### config.mk
export PLATFORM = sky130hd
export DESIGN_NAME = memory_stage
export DESIGN_NICKNAME = d
export VERILOG_FILES = /design/src/rtl/memory_stage.sv
export SDC_FILE = /design/constraint.sdc
export NUM_CORES = 1
export LEC_CHECK = 0
export ABC_CLOCK_PERIOD_IN_PS = 3500
export CAP_MARGIN = 20
export CORE_AREA = 2 2 181 183
export CTS_CLUSTER_DIAMETER = 100
export DETAILED_ROUTE_END_ITERATION = 8
export DIE_AREA = 0 0 183 185
export GPL_TIMING_DRIVEN = 1
export SETUP_SLACK_MARGIN = 0.4
export SKIP_CTS_REPAIR_TIMING = 1
export SLEW_MARGIN = 15
export SYNTH_ARGS = -nofsm -noshare
export SYNTH_HDL_FRONTEND = slang
export SYNTH_SLANG_ARGS = --single-unit
### constraint.sdc
create_clock -name clock -period 3.5 [get_ports clock]
set_input_delay 0.525 -clock clock [delete_from_list [all_inputs] [get_ports clock]]
set_output_delay 0.525 -clock clock [all_outputs]
set_load 0.01 [all_outputs]
### src/rtl/memory_stage.sv
// memory_stage: Y86-64 sequential CPU memory stage.
// Latches execute results on start. Runs a req/ack data-memory access for memory
// icodes, with an address-limit check and a bounded ack wait. Reports done/stat.
// Optional feature: define MEM_ALIGN_CHECK_EN to treat addr[2:0] != 0 as an address error.
module memory_stage #(
  parameter logic [63:0] ADDR_LIMIT = 64'h1000,
  parameter int unsigned TIMEOUT    = 255
) (
  input  logic        clock,
  input  logic        reset,
  input  logic        start,
  input  logic [3:0]  icode,
  input  logic [63:0] valE,
  input  logic [63:0] valA,
  input  logic [63:0] valP,
  output logic        mem_req,
  output logic        mem_we,
  output logic [63:0] mem_addr,
  output logic [63:0] mem_wdata,
  input  logic        mem_ack,
  input  logic [63:0] mem_rdata,
  output logic [63:0] valM,
  output logic [2:0]  stat,
  output logic        done,
  output logic        busy
);

  localparam logic [3:0] I_HALT   = 4'h0;
  localparam logic [3:0] I_RMMOVQ = 4'h4;
  localparam logic [3:0] I_MRMOVQ = 4'h5;
  localparam logic [3:0] I_CALL   = 4'h8;
  localparam logic [3:0] I_RET    = 4'h9;
  localparam logic [3:0] I_PUSHQ  = 4'hA;
  localparam logic [3:0] I_POPQ   = 4'hB;

  localparam logic [2:0] STAT_AOK = 3'd1;
  localparam logic [2:0] STAT_HLT = 3'd2;
  localparam logic [2:0] STAT_ADR = 3'd3;

  localparam logic [7:0] WAIT_LAST = 8'(TIMEOUT - 1);

  typedef enum logic [1:0] {S_IDLE, S_REQ, S_DONE, S_HALTED} state_e;

  state_e      state_q, state_d;
  logic [63:0] addr_q, addr_d;
  logic [63:0] wdata_q, wdata_d;
  logic        we_q, we_d;
  logic [63:0] valm_q, valm_d;
  logic [2:0]  stat_q, stat_d;
  logic [7:0]  cnt_q, cnt_d;

  logic        sel_mem;
  logic        sel_we;
  logic [63:0] sel_addr;
  logic [63:0] sel_wdata;
  logic        sel_bad;

  // Decode the incoming icode into the access it would perform
  always_comb begin
    sel_mem   = 1'b0;
    sel_we    = 1'b0;
    sel_addr  = valE;
    sel_wdata = valA;
    case (icode)
      I_RMMOVQ, I_PUSHQ: begin sel_mem = 1'b1; sel_we = 1'b1; end
      I_CALL:            begin sel_mem = 1'b1; sel_we = 1'b1; sel_wdata = valP; end
      I_MRMOVQ:          sel_mem = 1'b1;
      I_POPQ, I_RET:     begin sel_mem = 1'b1; sel_addr = valA; end
      default:           sel_mem = 1'b0;
    endcase
`ifdef MEM_ALIGN_CHECK_EN
    sel_bad = (sel_addr >= ADDR_LIMIT) || (sel_addr[2:0] != 3'b000);
`else
    sel_bad = (sel_addr >= ADDR_LIMIT);
`endif
  end

  // Next-state, datapath register updates and status
  always_comb begin
    state_d = state_q;
    addr_d  = addr_q;
    wdata_d = wdata_q;
    we_d    = we_q;
    valm_d  = valm_q;
    stat_d  = stat_q;
    cnt_d   = cnt_q;
    case (state_q)
      S_IDLE: begin
        if (start) begin
          cnt_d = '0;
          // Only the resolved address/data/direction are kept; raw valE/valA/valP
          // are not needed after selection.
          if (sel_mem) begin
            addr_d  = sel_addr;
            wdata_d = sel_wdata;
            we_d    = sel_we;
          end
          if (icode == I_HALT) begin
            stat_d  = STAT_HLT;
            state_d = S_DONE;
          end else if (!sel_mem) begin
            stat_d  = STAT_AOK;
            state_d = S_DONE;
          end else if (sel_bad) begin
            stat_d  = STAT_ADR;
            state_d = S_DONE;
          end else begin
            stat_d  = STAT_AOK;
            state_d = S_REQ;
          end
        end
      end
      S_REQ: begin
        // Ack is checked before the wait limit so a last-cycle ack still completes
        if (mem_ack) begin
          if (!we_q) valm_d = mem_rdata;
          stat_d  = STAT_AOK;
          state_d = S_DONE;
        end else if (cnt_q == WAIT_LAST) begin
          stat_d  = STAT_ADR;
          state_d = S_DONE;
        end else begin
          cnt_d = cnt_q + 8'd1;
        end
      end
      S_DONE:   state_d = (stat_q == STAT_AOK) ? S_IDLE : S_HALTED;
      S_HALTED: state_d = S_HALTED;
      default:  state_d = S_IDLE;
    endcase
  end

  // State and datapath registers with asynchronous active-low reset
  always_ff @(posedge clock or negedge reset) begin
    if (!reset) begin
      state_q <= S_IDLE;
      addr_q  <= '0;
      wdata_q <= '0;
      we_q    <= 1'b0;
      valm_q  <= '0;
      stat_q  <= STAT_AOK;
      cnt_q   <= '0;
    end else begin
      state_q <= state_d;
      addr_q  <= addr_d;
      wdata_q <= wdata_d;
      we_q    <= we_d;
      valm_q  <= valm_d;
      stat_q  <= stat_d;
      cnt_q   <= cnt_d;
    end
  end

  assign mem_req   = (state_q == S_REQ);
  assign mem_we    = we_q;
  assign mem_addr  = addr_q;
  assign mem_wdata = wdata_q;
  assign valM      = valm_q;
  assign stat      = stat_q;
  assign done      = (state_q == S_DONE);
  assign busy      = (state_q == S_REQ) || (state_q == S_DONE);

endmodule

# Yosys cells after proc, flatten, opt, wreduce, memory -nomap -nowiden
# Cells that the tools add are included.
totals:
  inputBits: 264
  out_inout_bits: 199
  wordCells: 60
  regBits: 206
op_classes:
  reduce_logical: 12
  add_sub_neg: 1
  muxes: 23
  bitwise: 1
  magnitude_cmp: 1
  n_eq_ne: 15
op_table:
  columns: ["cell", "n"]
  rows:
  - ["64-bit 2-to-1 mux", 2]
  - ["64-bit by 13-bit >= comparator with 1-bit output (second input constant)", 1]
  - ["8-bit 2-to-1 mux", 3]
  - ["2-bit 2-to-1 mux", 10]
  - ["4-bit equality test (second input constant)", 4]
  - ["8-bit one-hot mux with 2 select lines", 1]
  - ["3-bit 2-to-1 mux", 3]
  - ["3-bit AND reduction", 3]
  - ["8-bit by 1-bit adder with 8-bit output (second input constant)", 1]
  - ["4-bit by 3-bit equality test with 1-bit output (second input constant)", 2]
  - ["8-bit equality test (second input constant)", 1]
  - ["2-bit one-hot mux with 4 select lines", 1]
  - ["2-bit != test (second input constant)", 3]
  - ["3-bit one-hot mux with 2 select lines", 1]
  - ["6-bit OR reduction", 1]
  - ["2-bit equality test (second input constant)", 2]
  - ["4-bit zero test", 1]
  - ["4-bit AND reduction", 1]
  - ["3-bit by 1-bit equality test with 1-bit output (second input constant)", 1]
  - ["3-bit by 1-bit != test with 1-bit output (second input constant)", 1]
  - ["3-bit OR reduction", 1]
  - ["2-bit by 1-bit equality test with 1-bit output (second input constant)", 1]
  - ["2-bit zero test", 1]
  - ["1-bit 2-to-1 mux", 2]
  - ["other kinds (5)", 5]

# Longest topological paths before layout
# Gate-level depths: netlist (run 1).
depth:
  word_depth: 9
  depth_mapped: 9
  mapped_depth_nobuf: 8

# Worst setup path before layout (run 1)
# OpenSTA, ideal clock, no wires.
synth_timing:
  path_type: "register -> register"
  start: "register state_q[0]"
  end: "register cnt_q[7]"
  stages_incl_launch_ff: 10
  setup_time_ns: 0.131
  arrival_time_ns: 1.708
  n_path_buf: 1
  period_less_slack_ns: 1.839
  slack_ns: 1.661
  t_required_ns: 3.369
  cell_sequence: "dfrtp_1 inv_1 ha_1 nor2b_4 or2_1 buf_6 a211oi_4 nand3_1 xor2_1 nor2_1"
synth_via:
  elab_chain_len: 3
  word_cells_on_any_way: 8
  classes_between: "4 x eq/ne; 1 x mux; 3 x reduce/logical"
synth_lines:
  columns: ["item", "line_no", "source"]
  rows:
  - ["from (decl)", "44", "state_e state_q, state_d;"]
  - ["from (signal assigned)", "143", "state_q <= state_d;"]
  - ["2-bit by 1-bit equality test with 1-bit output / 2-bit zero test (equally long branches)", "87", "case (state_q)"]
  - ["2-bit != test (no line) / 2-bit nonzero test (equally long branches)", null, null]
  - ["4-bit AND reduction (no line)", null, null]
  - ["to (signal assigned)", "149", "cnt_q <= cnt_d;"]
  - ["to (decl)", "50", "logic [7:0] cnt_q, cnt_d;"]
# Parallel ways exist; a longest one is shown, timed or not.
# A chain may end at the register's enable or synchronous reset.

# Final worst setup path (run 1)
layout_timing:
  start: "register state_q[1]"
  end: "output mem_req"
layout_via:
  elab_chain_len: 1
layout_lines:
  columns: ["item", "line_no", "source"]
  rows:
  - ["2-bit by 1-bit equality test with 1-bit output", "153", "assign mem_req = (state_q == S_REQ);"]
  - ["to (decl)", "16", "output logic mem_req,"]
# No other way between the ends.

==> metrics, run 1 <==
TritonCTS Buffers=26; DRC violations left=0; Worst Tran Pin Value=0.829 ns; n_diodes=0; I/O pin count=463; CP Max Fanout=13; clk_lat worst skew=0.52 ns; max-slew violations=0; synthesis-stage register bit count=205; CTS Buffer Depth=3; ranking of synthesized cells by area=dfrtp_1 (55%), mux2i_1 (14%), mux2_2 (7.8%); clock sink count=205; area grow syn2layout=63.9%; yosys warns=0; die area=33900 µm²; average size of a mapped cell=11.3 µm²; nets=1547; Mapped Nets=1097; worst vdd ir=0.371 mV; sequential area share after synthesis=54.9%; hold slack=0.0365 ns; number of enable flip-flop cells after synthesis=0; Worst path slowest cell=clkdlybuf4s50_1; Layout fillers=2956; pin count of the biggest net entering global routing=101; pre-CTS worst setup slack=0.530 ns; r2r startpoint=state_q[1]$_DFFE_PN0P_; Clock Pin Slew Worst Setup and Hold Paths=0.06 ns; Die Y=185 µm; Die X=183 µm; Final Setup Violations=0; Setup CP Type=reg2out; pwr dens=775 nW/µm²; Worst Setup SP=state_q[1]$_DFFE_PN0P_; routed vias/inst=4.70; Std-Cell Rows=66; vias in the first global route=8299; RSZ-0062 raised after global routing=no; highest-count cells in the layout ignoring fill and taps=clkdlybuf4s50_1 (460), dfrtp_1 (204), nand2_1 (141); final hold violations=0; grt ovf=0; drt initial violations=268; Post-Syn Area=9350 µm²; Buffers on Ports=461; Final HPWL DP=27000 µm; CP Capture Type=primary output; CTS tree=yes; number of routed nets with antenna violations=0; worst hold path class=in2async; fin crit period=2.71 ns; Mapped Cells=827; most common cell after layout, fill and taps aside=clkdlybuf4s50_1; routability cong.=0.878; Crit path arrival time=2.19 ns; max-cap check violation count=0; status=completed; Routed WL=35100 µm; share of cells above drive strength 1=10.6%; share of the synthesized area in the top cell type=54.6%; final setup TNS=0 ns; Primary FF master, synth=dfrtp_1; Rel. slew slack=44.3%; Critical Path RT=2.97 ns; Fmax achieved=0.368 GHz; post-route setup slack=0.786 ns; Leak=6.63 nW; CP Launch Type=register; drt wl/cell=20.6 µm; clk_skew=0.0133 ns; DRT Pass-1 Iters=4; first-pass GRT wire length=51000 µm; initial antenna violation count=2; area leader, netlist=dfrtp_1; Final Power=0.0119 W; initial core utilization=29.2%; Yosys cell types=48; Total GRT Usage=19.9%; H-tree depth=1; area of the core=32000 µm²; Max stage delay on crit path=0.65 ns; Root Buffer=clkbuf_16; fin crit share=77.5%; asr flop ratio synth=100%; worst path cell trace=inv_1 > ha_1 > clkdlybuf4s50_1; DR vias=8003
==> path summary, 6_finish.rpt <==
path,cells past startpoint,slack (ns),to
worst max-delay path,3,0.79,mem_req
worst min-delay path,1,0.04,valM[11]$_DFFE_PN0P_
worst max register to register,8,1.23,cnt_q[5]$_DFFE_PN0P_
worst min register to register,2,0.48,mem_wdata[55]$_DFFE_PN0P_
max in group asynchronous,2,2.67,mem_addr[1]$_DFFE_PN0P_
min in group clock,2,0.48,mem_wdata[55]$_DFFE_PN0P_
==> sequential cells by signal, indices dropped and copies added, names as in the netlist <==
register and cells:
mem_we 1, state_q 2, mem_wdata 64, valM 64, stat 2, mem_addr 64, cnt_q 8
==> layout make-up <==
type	instances	area [µm²]	area share [%]
sequential	205	5130	33.5
timing repair buffer	474	4800	31.3
multi-input combinational	567	3940	25.7
clock buffer	34	752	4.91
tap	408	510	3.33
clock inverter	13	184	1.20
inverter	3	11.3	0.0735
==> per-layer routing <==
layer	wire, µm	GRT usage [%]	share of wire, %
met2	17400	35.3	50
met5	36	0	0.10
met4	1050	6.11	3.0
met1	13600	23.0	39
met3	3040	6.39	8.7
==> Yosys cell counts, types with 2 or more instances <==
master and count:
xnor2_1 3, o21ai_1 99, nor3_1 2, nand4_1 4, inv_1 3, nor4_1 24, mux2_2 65, nor2_1 19
and2_4 2, nand3_1 5, buf_4 15, clkbuf_1 12, dfrtp_1 204, buf_2 24, ha_1 6, nand2_1 141
a21oi_1 4, o21ai_0 34, mux2i_1 129, o22ai_1 2, xor2_1 3
==> worst max-delay path, delay by kind of cell, from the launching register on <==
kind | cells | cell delay [ns]
flops | 1 | 0.41
fa+ha+maj | 1 | 0.50
buf+inv | 2 | 0.76
==> kinds of logic after synthesis <==
| group | Yosys count | share of synthesized area [%] |
|---|---|---|
| simple gates | 212 | 10.4 |
| flops | 205 | 54.9 |
| mux | 194 | 21.6 |
| compound gates | 148 | 8.52 |
| buf+inv | 55 | 3.21 |
| fa+ha+maj | 6 | 0.803 |
| xor+xnor | 6 | 0.562 |
| other cells | 1 | 0.0401 |
==> report_power, final <==
part	leakage, nW	internal (W)	total (W)	switching [W]
clock network	0.440	0.00181	0.00287	0.00107
registers	2.54	0.00347	0.00407	0.000599
logic	3.66	0.00285	0.00493	0.00209
==> per-stage QoR <==
| stage | util (%) | std cells | cell area, µm² |
|---|---|---|---|
| 4_1_cts | 47.8 | 1704 | 15300 |
| 3_5_place_dp | 44.9 | 1657 | 14400 |
| 6_report | 47.8 | 1704 | 15300 |
| 3_3_place_gp | 44.9 | 1657 | 14400 |
| 5_1_grt | 47.8 | 1704 | 15300 |
| 2_1_floorplan | - | 827 | 9350 |
(Power assumes the default switching activity.)
==> run 2, diff against run 1 <==
--- a/config.mk
+++ b/config.mk
@@ -5,7 +5,7 @@
 export SDC_FILE = /design/constraint.sdc
 export NUM_CORES = 1
 export LEC_CHECK = 0
-export ABC_CLOCK_PERIOD_IN_PS = 3500
+export ABC_CLOCK_PERIOD_IN_PS = 2500
 export CAP_MARGIN = 20
 export CORE_AREA = 2 2 181 183
 export CTS_CLUSTER_DIAMETER = 100
==> constraint.sdc (replaced) <==
create_clock -name clock -period 2.5 [get_ports clock]
set_input_delay 0.375 -clock clock [delete_from_list [all_inputs] [get_ports clock]]
set_output_delay 0.375 -clock clock [all_outputs]
set_load 0.01 [all_outputs]
==> run 2 against run 1 <==
Net effect:
- combinational power up 43%
- critical path depth unchanged
- first-iteration DRC count shrank 1.9%
- utilization is 0.75 points higher
- sequential share of layout area decreased by 0.51 points
- flip-flop and latch count unchanged
- highest routed layer is now met4
- clock power is 30% higher
- register-to-register slack lost 0.72 ns
- final area increased by 1.6%
- worst setup slack got worse by 0.43 ns
- critical endpoint unchanged
- non-clock buffer count increased by 33
- final cell count is 1.7% higher
- critical path type unchanged
==> metrics, run 2 (same netlist as run 1, synthesis figures left out) <==
status=completed; r2r startpoint=state_q[0]$_DFFE_PN0P_; final hold violations=0; TritonCTS Buffers=25; routed vias/inst=4.68; CP Max Fanout=8; max-cap check violation count=0; routability cong.=0.842; CTS tree=yes; drt wl/cell=20.4 µm; max-slew violations=0; Rel. slew slack=54.9%; worst vdd ir=0.530 mV; Clock Pin Slew Worst Setup and Hold Paths=0.06 ns; area grow syn2layout=66.5%; worst hold path class=in2async; pin count of the biggest net entering global routing=65; clk_skew=0.0158 ns; RSZ-0062 raised after global routing=yes; Leak=6.81 nW; initial core utilization=29.2%; initial antenna violation count=2; number of routed nets with antenna violations=0; pwr dens=1060 nW/µm²; Worst R2R End=cnt_q[5]$_DFFE_PN0P_; die area=33900 µm²; vias in the first global route=8373; Worst Tran Pin Value=0.671 ns; most common cell after layout, fill and taps aside=clkdlybuf4s50_1; Std-Cell Rows=66; Worst Setup SP=state_q[1]$_DFFE_PN0P_; Setup CP Type=reg2out; Final HPWL DP=27500 µm; R2R depth=8; DR vias=8115; setup slack, reg-to-reg=0.51 ns; DRC violations left=0; CP Launch Type=register; H-tree depth=1; CP Capture Type=primary output; clk_lat worst skew=0.52 ns; Buffers on Ports=461; Final Power=0.0165 W; Fmax achieved=0.467 GHz; fin crit period=2.14 ns; Die Y=185 µm; grt ovf=0; share of cells above drive strength 1=12.3%; I/O pin count=463; DRT Pass-1 Iters=4; CTS Buffer Depth=3; highest-count cells in the layout ignoring fill and taps=clkdlybuf4s50_1 (458), dfrtp_1 (203), nand2_1 (141); Critical Path RT=2.12 ns; Root Buffer=clkbuf_16; Layout fillers=3023; first-pass GRT wire length=51600 µm; Die X=183 µm; fin crit share=85.6%; nets=1579; Final Setup Violations=0; Total GRT Usage=20.2%; clock sink count=205; final setup TNS=0 ns; drt initial violations=263; Routed WL=35400 µm; Crit path arrival time=1.76 ns; area of the core=32000 µm²
-- run 2: power by group --
| part | internal, W | switching (W) |
|---|---|---|
| clock | 0.00230 | 0.00143 |
| sequential | 0.00486 | 0.000831 |
| combinational | 0.00408 | 0.00296 |
-- run 2: final cells by class --
cell class	count	area, µm²	area share [%]
Timing Repair Buffer	507	5130	33.0
Sequential cell	205	5130	33.0
Inverter	3	11.3	0.0723
Clock buffer	32	672	4.32
Multi-Input combinational cell	567	3950	25.4
Antenna cell	2	5.00	0.0321
Tap cell	408	510	3.28
Clock inverter	9	154	0.989
-- run 2: how the worst max path moves through the flow --
stage	end	slack, ns
2_1_floorplan	cnt_q[7]$_DFFE_PN0P_	0.66
3_3_place_gp	state_q[1]$_DFFE_PN0P_	-0.03
3_5_place_dp	state_q[1]$_DFFE_PN0P_	-0.07
4_1_cts	mem_req	0.14
5_1_grt	mem_req	0.29
6_report	mem_req	0.36
-- run 2: metrics by stage --
stage                     utilization [%]  instance area [µm²]  instances  setup WS, ns  hold WS [ns]
after floorplan                         -                 9350        827         0.661        0.0794
after global placement               45.9                14700       1688       -0.0329         0.371
after detailed placement             45.9                14700       1688       -0.0749         0.374
after CTS                            48.5                15500       1729         0.145        -0.185
after global routing                 48.6                15600       1733         0.287         0.423
final                                48.6                15600       1733         0.360         0.392
-- run 2: critical path: stages, from the launching register on --
cell and delay (ns):
dfrtp_1 0.37, inv_1 0.13, ha_4 0.20, clkdlybuf4s50_1 0.54
-- run 2: metal layers --
| layer | global-route usage, % | share of wire, % |
|---|---|---|
| met5 | 0 | 0 |
| met4 | 5.70 | 2.4 |
| met3 | 6.98 | 10 |
| met2 | 35.3 | 49 |
| met1 | 23.5 | 38 |
